[config.mk]
export PLATFORM = sky130hd
export DESIGN_NAME = cpu_fsm_controller_flat
export DESIGN_NICKNAME = d
export VERILOG_FILES = /design/src/rtl/cpu_fsm_controller_if.sv /design/src/rtl/cpu_fsm_controller.sv /design/src/flat_wrapper.sv
export SDC_FILE = /design/constraint.sdc
export NUM_CORES = 1
export LEC_CHECK = 0
export CAP_MARGIN = 40
export CORE_AREA = 2 2 39 41
export CTS_CLUSTER_SIZE = 20
export DETAILED_ROUTE_END_ITERATION = 16
export DIE_AREA = 0 0 41 43
export PLACE_DENSITY = 0.78
export SLEW_MARGIN = 20
export SYNTH_ARGS = -nofsm -noshare
export SYNTH_HDL_FRONTEND = slang
export SYNTH_SLANG_ARGS = --single-unit
[constraint.sdc]
create_clock -name clk -period 1.3 [get_ports clk]
set_input_delay 0.195 -clock clk [delete_from_list [all_inputs] [get_ports clk]]
set_output_delay 0.195 -clock clk [all_outputs]
set_load 0.05 [all_outputs]
[src/rtl/cpu_fsm_controller_if.sv]
// cpu_fsm_controller_if: decoder fields and start request in, datapath controls and idle flag out
interface cpu_fsm_controller_if;
  logic       s;
  logic [2:0] opcode;
  logic [1:0] op;
  logic       w;
  logic [2:0] nsel;
  logic [3:0] vsel;
  logic       loada;
  logic       loadb;
  logic       asel;
  logic       bsel;
  logic       loadc;
  logic       loads;
  logic       write;
  logic       err;
  modport master(
    output s, opcode, op,
    input  w, nsel, vsel, loada, loadb, asel, bsel, loadc, loads, write, err
  );
  modport slave(
    input  s, opcode, op,
    output w, nsel, vsel, loada, loadb, asel, bsel, loadc, loads, write, err
  );
endinterface

[src/rtl/cpu_fsm_controller.sv]
// cpu_fsm_controller: Moore sequencer for the single-issue register/ALU datapath
module cpu_fsm_controller #(
  parameter int STATE_W = 4
) (
  input  logic                 clk,
  input  logic                 reset_n,
  cpu_fsm_controller_if.slave  bus
);
  localparam logic [STATE_W-1:0] S_WAIT      = STATE_W'(0);
  localparam logic [STATE_W-1:0] S_DECODE    = STATE_W'(1);
  localparam logic [STATE_W-1:0] S_WRITE_IMM = STATE_W'(2);
  localparam logic [STATE_W-1:0] S_GET_A     = STATE_W'(3);
  localparam logic [STATE_W-1:0] S_GET_B     = STATE_W'(4);
  localparam logic [STATE_W-1:0] S_EXEC      = STATE_W'(5);
  localparam logic [STATE_W-1:0] S_EXEC_B    = STATE_W'(6);
  localparam logic [STATE_W-1:0] S_CMP_EXEC  = STATE_W'(7);
  localparam logic [STATE_W-1:0] S_WRITE_REG = STATE_W'(8);
  localparam logic [STATE_W-1:0] S_ILLEGAL   = STATE_W'(9);
  logic [STATE_W-1:0] state, state_nx;
  logic is_movi, is_movr, is_alu, is_cmp, is_mvn;
  assign is_movi = bus.opcode == 3'b110 && bus.op == 2'b10;
  assign is_movr = bus.opcode == 3'b110 && bus.op == 2'b00;
  assign is_alu  = bus.opcode == 3'b101 && !bus.op[0];
  assign is_cmp  = bus.opcode == 3'b101 && bus.op == 2'b01;
  assign is_mvn  = bus.opcode == 3'b101 && bus.op == 2'b11;
  // State register; reset aborts any instruction before its write cycle
  always_ff @(posedge clk or negedge reset_n) begin
    if (!reset_n) state <= S_WAIT;
    else          state <= state_nx;
  end
  // Next state; terminal and unreachable states fall back to WAIT
  always_comb begin
    state_nx = S_WAIT;
    case (state)
      S_WAIT:   state_nx = bus.s ? S_DECODE : S_WAIT;
      S_DECODE: state_nx = is_movi ? S_WRITE_IMM :
                           (is_movr || is_mvn) ? S_GET_B :
                           (is_alu || is_cmp) ? S_GET_A : S_ILLEGAL;
      S_GET_A:  state_nx = S_GET_B;
      S_GET_B:  state_nx = is_alu ? S_EXEC : is_cmp ? S_CMP_EXEC : S_EXEC_B;
      S_EXEC:   state_nx = S_WRITE_REG;
      S_EXEC_B: state_nx = S_WRITE_REG;
      default:  state_nx = S_WAIT;
    endcase
  end
  // Moore outputs decoded from the state alone
  always_comb begin
    bus.w     = state == S_WAIT;
    bus.nsel  = {state == S_WRITE_IMM || state == S_GET_A, state == S_WRITE_REG, state == S_GET_B};
    bus.vsel  = {2'b00, state == S_WRITE_IMM, state == S_WRITE_REG};
    bus.loada = state == S_GET_A;
    bus.loadb = state == S_GET_B;
    bus.asel  = state == S_EXEC_B;
    bus.bsel  = 1'b0;
    bus.loadc = state == S_EXEC || state == S_EXEC_B;
    bus.loads = state == S_CMP_EXEC;
    bus.write = state == S_WRITE_IMM || state == S_WRITE_REG;
    bus.err   = state == S_ILLEGAL;
  end
endmodule

[src/flat_wrapper.sv]
// flat-port wrapper written by rule: the top's interface ports become plain ports
module cpu_fsm_controller_flat 
#(
  parameter int STATE_W = 4
)
  (clk, reset_n, bus_s, bus_opcode, bus_op, bus_w, bus_nsel, bus_vsel, bus_loada, bus_loadb, bus_asel, bus_bsel, bus_loadc, bus_loads, bus_write, bus_err);
  cpu_fsm_controller_if bus_i ();
  input  logic clk;
  input  logic reset_n;
  input wire logic [$bits(bus_i.s)-1:0] bus_s;
  input wire logic [$bits(bus_i.opcode)-1:0] bus_opcode;
  input wire logic [$bits(bus_i.op)-1:0] bus_op;
  output wire logic [$bits(bus_i.w)-1:0] bus_w;
  output wire logic [$bits(bus_i.nsel)-1:0] bus_nsel;
  output wire logic [$bits(bus_i.vsel)-1:0] bus_vsel;
  output wire logic [$bits(bus_i.loada)-1:0] bus_loada;
  output wire logic [$bits(bus_i.loadb)-1:0] bus_loadb;
  output wire logic [$bits(bus_i.asel)-1:0] bus_asel;
  output wire logic [$bits(bus_i.bsel)-1:0] bus_bsel;
  output wire logic [$bits(bus_i.loadc)-1:0] bus_loadc;
  output wire logic [$bits(bus_i.loads)-1:0] bus_loads;
  output wire logic [$bits(bus_i.write)-1:0] bus_write;
  output wire logic [$bits(bus_i.err)-1:0] bus_err;
  assign bus_i.s = bus_s;
  assign bus_i.opcode = bus_opcode;
  assign bus_i.op = bus_op;
  assign bus_w = bus_i.w;
  assign bus_nsel = bus_i.nsel;
  assign bus_vsel = bus_i.vsel;
  assign bus_loada = bus_i.loada;
  assign bus_loadb = bus_i.loadb;
  assign bus_asel = bus_i.asel;
  assign bus_bsel = bus_i.bsel;
  assign bus_loadc = bus_i.loadc;
  assign bus_loads = bus_i.loads;
  assign bus_write = bus_i.write;
  assign bus_err = bus_i.err;
  cpu_fsm_controller #(.STATE_W(STATE_W)) u_core (.clk(clk), .reset_n(reset_n), .bus(bus_i));
endmodule
==> results of run 1 <==
## layer usage
metal,up-vias,global-route usage [%]
li1,263,-
met1,270,17.92
met2,19,30.94
met3,2,4.712
met4,0,6.000
met5,-,0
## cell usage in the layout, fill, tap and decap left out, drive strengths merged, types with 2 or more instances in the layout
| master | n |
|---|---|
| nor3 | 2 |
| nor2b | 2 |
| clkdlybuf4s50 | 7 |
| nand2b | 4 |
| buf | 35 |
| nor2 | 4 |
| o21ai | 4 |
| clkbuf | 4 |
| conb | 3 |
| a21oi | 2 |
| and4bb | 2 |
| dfrtp | 4 |
| nand2 | 2 |
## timing repair
action | in CTS | in global routing
setup endpoints to repair | 13 | 16
gates resized for setup | 8 | 9
pin swaps | 3 | 4
setup buffers | 5 | 3
## layout make-up
| cell class | instances | area [µm²] |
|---|---|---|
| repair buffers | 42 | 538.0 |
| fillers | 91 | 296.5 |
| flip-flops and latches | 4 | 103.9 |
| well taps | 16 | 20.02 |
| multi-input cells | 41 | 395.4 |
| clock buffers | 4 | 26.28 |
| inverters | 1 | 3.754 |
## cells by family (layout without fill, tap and decap cells)
group                  count (synthesis)  in the layout  synth area share, %
AND/OR/NAND/NOR                       27             27                47.89
AO/OA/AOI/OAI                         10             10                14.09
buffers and inverters                  9             47                12.68
flip-flops                             4              4                22.54
other                                  1              3               0.8443
XOR/XNOR                               1              1                1.972
## where the power goes
part	internal, mW	leakage, nW	switching, mW
Combinational	0.995	0.382	0.939
Sequential	0.176	0.0480	0.0967
Clock	0.116	0.0150	0.0694
## worst max path at each step
stage | start | to | cells after the start
final | u_core.state[0]$_DFF_PN0_ | bus_w | 3
after detailed placement | bus_op[0] | u_core.state[2]$_DFF_PN0_ | 4
after CTS | u_core.state[3]$_DFF_PN0_ | bus_w | 3
after floorplan | u_core.state[1]$_DFF_PN0_ | bus_nsel[0] | 3
after global routing | u_core.state[2]$_DFF_PN0_ | bus_nsel[0] | 4
after global placement | bus_opcode[0] | u_core.state[2]$_DFF_PN0_ | 4
## worst max-delay path: cells and delay by family, from the launching register on
| family | cells | cell delay [ns] |
|---|---|---|
| simple gates | 1 | 0.38 |
| buf+inv | 2 | 0.37 |
| flops | 1 | 0.40 |
## per-stage QoR
step                      util (%)  TNS, ns
final                        78.57   -3.092
after global routing         78.57   -3.913
after CTS                    74.41   -2.913
after detailed placement     68.08  -0.5310
after global placement       68.08  -0.3443
after floorplan                  -   -2.130
==> results.tsv, run 1 <==
metric	value	unit
fin cells	108	
Nets	101	
violated checks	setup timing	
Max clock buf depth	2	
GRT Total Usage	17.34	%
syn avg cell area	8.542	µm²
gp weighted congestion	0.7441	
first-pass GRT wire length	2.097	mm
Die W	41	µm
cell count after synthesis	52	
WL met1	543	µm
TritonRoute pass-1 iters	4	
max-slew violation count	0	
R2R depth	5	
number of synthesized flops with an enable pin	0	
top post-synthesis cells by area	dfrtp_1 23%, buf_4 8.5%, nand2b_1 5.6%	
cell taking the most area after synthesis	dfrtp_1	
Fin. Hold Viols	0	
most frequent cell after synthesis	buf_4	
CP max stage cell	dfrtp_1	
registers with the most flip-flops	u_core.state (4)	
hpwl dp	1.049	mm
max cap viols	0	
initial antenna violation count	0	
drt via density	5.130	
vias in the first global route	534	
WL/cell	13.79	µm
Synth top area share	22.54	%
max layer used	met4	
number of port buffers	20	
post-route ant nets	0	
period utilisation layout	123.0	%
dpl cells	96	
Cell Area, Placed	942.2	µm²
worst endpoint required time	1.11	ns
Root Driver	clkbuf_4	
H-tree Lvls	1	
Biggest register	u_core.state	
Core Rows	14	
Worst IR Drop VDD	1.491	mV
met3 wire length	48	µm
synthesized cell area	444.2	µm²
Starting Density	32.10	%
minimum clock period	1.599	ns
CP Data Arrival Time	1.40	ns
number of flip-flops under the largest register name	4	
CTS tree	done	
WHS	0.1443	ns
residual DRC count	0	
CP Cell Sequence	buf_4 -> nor4_4 -> buf_12	
hold buffer count at cts	0	
clk_skew	0.009382	ns
Ys Warns	0	
total gr overflow	0	
Lkg Pwr	0.4455	nW
top achievable clock speed	625.3	MHz
Clock Sinks	4	
peak fanout along the critical path	6	
post-synthesis sequential area ratio	22.54	%
Async S/R FF share, synth	100.0	%
register bit total from synthesis	4	
worst reg2reg endpoint	u_core.state[2]$_DFF_PN0_	
top cells by count, synth	5 x buf_4, 4 x dfrtp_1, 4 x nand2b_1, 4 x o21ai_1	
Clock transition at path regs	0.05	ns
ratio of cells with drive above 1 in the final layout	64.13	%
Power Density	2201	nW/µm²
Synth Flop Type	dfrtp_1	
R2R setup slack	-0.15	ns
Critical Path Start Type	flip-flop	
element type at the critical path end	primary output	
DP Worst Slack	-0.1204	ns
outcome	finished with violations	
critical path class	flip-flop to primary output	
worst r2r src	u_core.state[2]$_DFF_PN0_	
RSZ-0062 raised after global routing	yes	
Total Power	2.393	mW
chip height	43	µm
ANT cells	0	
WL final	1.489	mm
Core Area	1384	µm²
largest net degree at the start of global routing	8	
die area	1763	µm²
cts bufs inserted	3	
DR iter-0 viols	4	
DR vias	554	
Clock Latency Late Sink	0.25	ns
final setup fails	16	
Ports	24	
final setup margin	-0.2992	ns
post-route cell area	1087	µm²
min-delay worst type	input pin to asynchronous set/reset pin	
area grow syn2layout	144.8	%
DR WL met2	887	µm
count of cell types in the netlist	31	
Critical Path Max Stage Delay	0.40	ns
Power figures use the tool's default switching activity.
==> inputs of run 2 (changes only) <==
--- a/config.mk
+++ b/config.mk
@@ -7,6 +7,7 @@
 export LEC_CHECK = 0
 export CAP_MARGIN = 40
 export CORE_AREA = 2 2 39 41
+export CTS_BUF_LIST = sky130_fd_sc_hd__clkbuf_4
 export CTS_CLUSTER_SIZE = 20
 export DETAILED_ROUTE_END_ITERATION = 16
 export DIE_AREA = 0 0 41 43
==> results.tsv, run 2 (same netlist as run 1, synthesis figures left out) <==
metric	value	unit	change
Core Area	1384	µm²	unchanged
hpwl dp	1.049	mm	unchanged
TritonRoute pass-1 iters	1		-3
RSZ-0062 raised after global routing	yes		
minimum clock period	1.608	ns	+0.008340 ns
R2R setup slack	-0.16	ns	about the same
Critical path buffers and inverters	2		unchanged
outcome	finished with violations		
Starting Density	32.10	%	unchanged
Clock Sinks	4		unchanged
WL final	1.541	mm	+3.5%
R2R depth	5		unchanged
initial antenna violation count	0		unchanged
number of flip-flops under the largest register name	4		unchanged
max-slew violation count	0		unchanged
max cap viols	0		unchanged
clk_skew	0.008947	ns	-0.0004343 ns
commonest non-fill, non-tap cell in the layout	buf_12		
CP max stage cell	dfrtp_1		
kind of cell adding the most delay to the critical path	flip-flops		
CP startpoint	u_core.state[0]$_DFF_PN0_		
Power Density	2216	nW/µm²	+0.72%
Root Driver	clkbuf_4		
worst reg2reg endpoint	u_core.state[2]$_DFF_PN0_		
met1 usage	17.92	%	unchanged
Nets	101		unchanged
number of port buffers	20		unchanged
fin util	78.84	%	+0.27 points
most frequent cells in the layout	14 x buf_12, 13 x buf_4, 8 x buf_6		
Max clock buf depth	2		unchanged
area grow syn2layout	145.6	%	
DR iter-0 viols	0		-4
post-route cell area	1091	µm²	+0.35%
WL/cell	14.27	µm	+3.5%
M3 GR Usage	4.712	%	unchanged
Die W	41	µm	unchanged
first-pass GRT wire length	2.097	mm	unchanged
gp weighted congestion	0.7441		unchanged
Core Rows	14		unchanged
DP Worst Slack	-0.1204	ns	unchanged
cts bufs inserted	3		unchanged
violated checks	setup timing		
worst endpoint required time	1.11	ns	about the same
CP Data Arrival Time	1.41	ns	about the same
setup_tns	-3.123	ns	-0.03076 ns
CP Cell Sequence	buf_4 -> nor4_4 -> buf_12		
ANT cells	0		unchanged
Worst IR Drop VDD	1.490	mV	about the same
registers with the most flip-flops	u_core.state (4)		
chip height	43	µm	unchanged
CP Depth	3		unchanged
ratio of cells with drive above 1 in the final layout	65.22	%	+1.1 points
total gr overflow	0		unchanged
H-tree Lvls	1		unchanged
worst r2r src	u_core.state[2]$_DFF_PN0_		
final setup fails	16		unchanged
critical path class	flip-flop to primary output		
M2 GR Usage	30.94	%	unchanged
min-delay worst type	input pin to asynchronous set/reset pin		
Critical Path Max Stage Delay	0.40	ns	about the same
Clock Latency Late Sink	0.25	ns	about the same
Ports	24		unchanged
residual DRC count	0		unchanged
DR vias	537		-3.1%
die area	1763	µm²	unchanged
largest net degree at the start of global routing	8		unchanged
Lkg Pwr	0.4489	nW	+0.77%
Biggest register	u_core.state		
Fin. Hold Viols	0		unchanged
crit path to	bus_w		
period utilisation layout	123.7	%	+0.64 points
Critical Path Start Type	flip-flop		
Clock transition at path regs	0.05	ns	about the same
final setup margin	-0.3075	ns	-0.008340 ns
peak fanout along the critical path	6		unchanged
post-route ant nets	0		unchanged
top achievable clock speed	622.1	MHz	-0.52%
element type at the critical path end	primary output		
drt via density	4.972		-3.1%
CTS tree	done		
hold buffer count at cts	0		unchanged
WHS	0.1465	ns	+0.002164 ns
Cell Area, Placed	942.2	µm²	unchanged
GRT Total Usage	17.34	%	unchanged
GR peak layer	met2		
Fillers	90		-1.1%
vias in the first global route	534		unchanged
[run 2: cell count changes in the layout (fill, tap and decap cells not counted)]
| cell | before | now |
|---|---|---|
| clkbuf_1 | 1 | 0 |
| clkbuf_4 | 3 | 4 |
[run 2: cell type report]
cell class	count	area, µm²	area share (%)
clock buffer	4	30.03	2.752
inverter	1	3.754	0.3440
multi-input combinational	41	395.4	36.24
sequential	4	103.9	9.518
tap	16	20.02	1.835
timing repair buffer	42	538.0	49.31
[run 2: what timing repair did]
action,in CTS,in global routing
setup buffers,5,3
setup endpoints to repair,13,16
cloned,0,0
pin swaps,3,4
resized for setup,8,9
[run 2: metrics by stage]
| step | total power, mW | std cells |
|---|---|---|
| after global placement | 1.889 | 96 |
| after floorplan | 1.217 | 54 |
| final | 2.418 | 108 |
| after global routing | 2.518 | 108 |
| after detailed placement | 1.925 | 96 |
| after CTS | 2.254 | 105 |
[run 2: per-layer routing]
metal / routed length [µm] / vias up
met5: 0 / -
met4: 22 / 0
met3: 53 / 2
met2: 869 / 19
met1: 596 / 257
li1: - / 259
[run 2: worst min-delay path by stage]
stage,start,to,slack (ns),cells past startpoint
after CTS,reset_n,u_core.state[0]$_DFF_PN0_,0.14,1
after global placement,reset_n,u_core.state[3]$_DFF_PN0_,0.41,1
after floorplan,reset_n,u_core.state[0]$_DFF_PN0_,-0.10,0
final,reset_n,u_core.state[0]$_DFF_PN0_,0.15,1
after global routing,reset_n,u_core.state[0]$_DFF_PN0_,0.16,1
after detailed placement,reset_n,u_core.state[3]$_DFF_PN0_,0.41,1
[run 2: power by group]
part / internal, mW / total, mW / switching, mW / leakage (nW)
logic: 0.995 / 1.94 / 0.944 / 0.382
clock network: 0.137 / 0.206 / 0.0692 / 0.0184
registers: 0.177 / 0.273 / 0.0968 / 0.0480
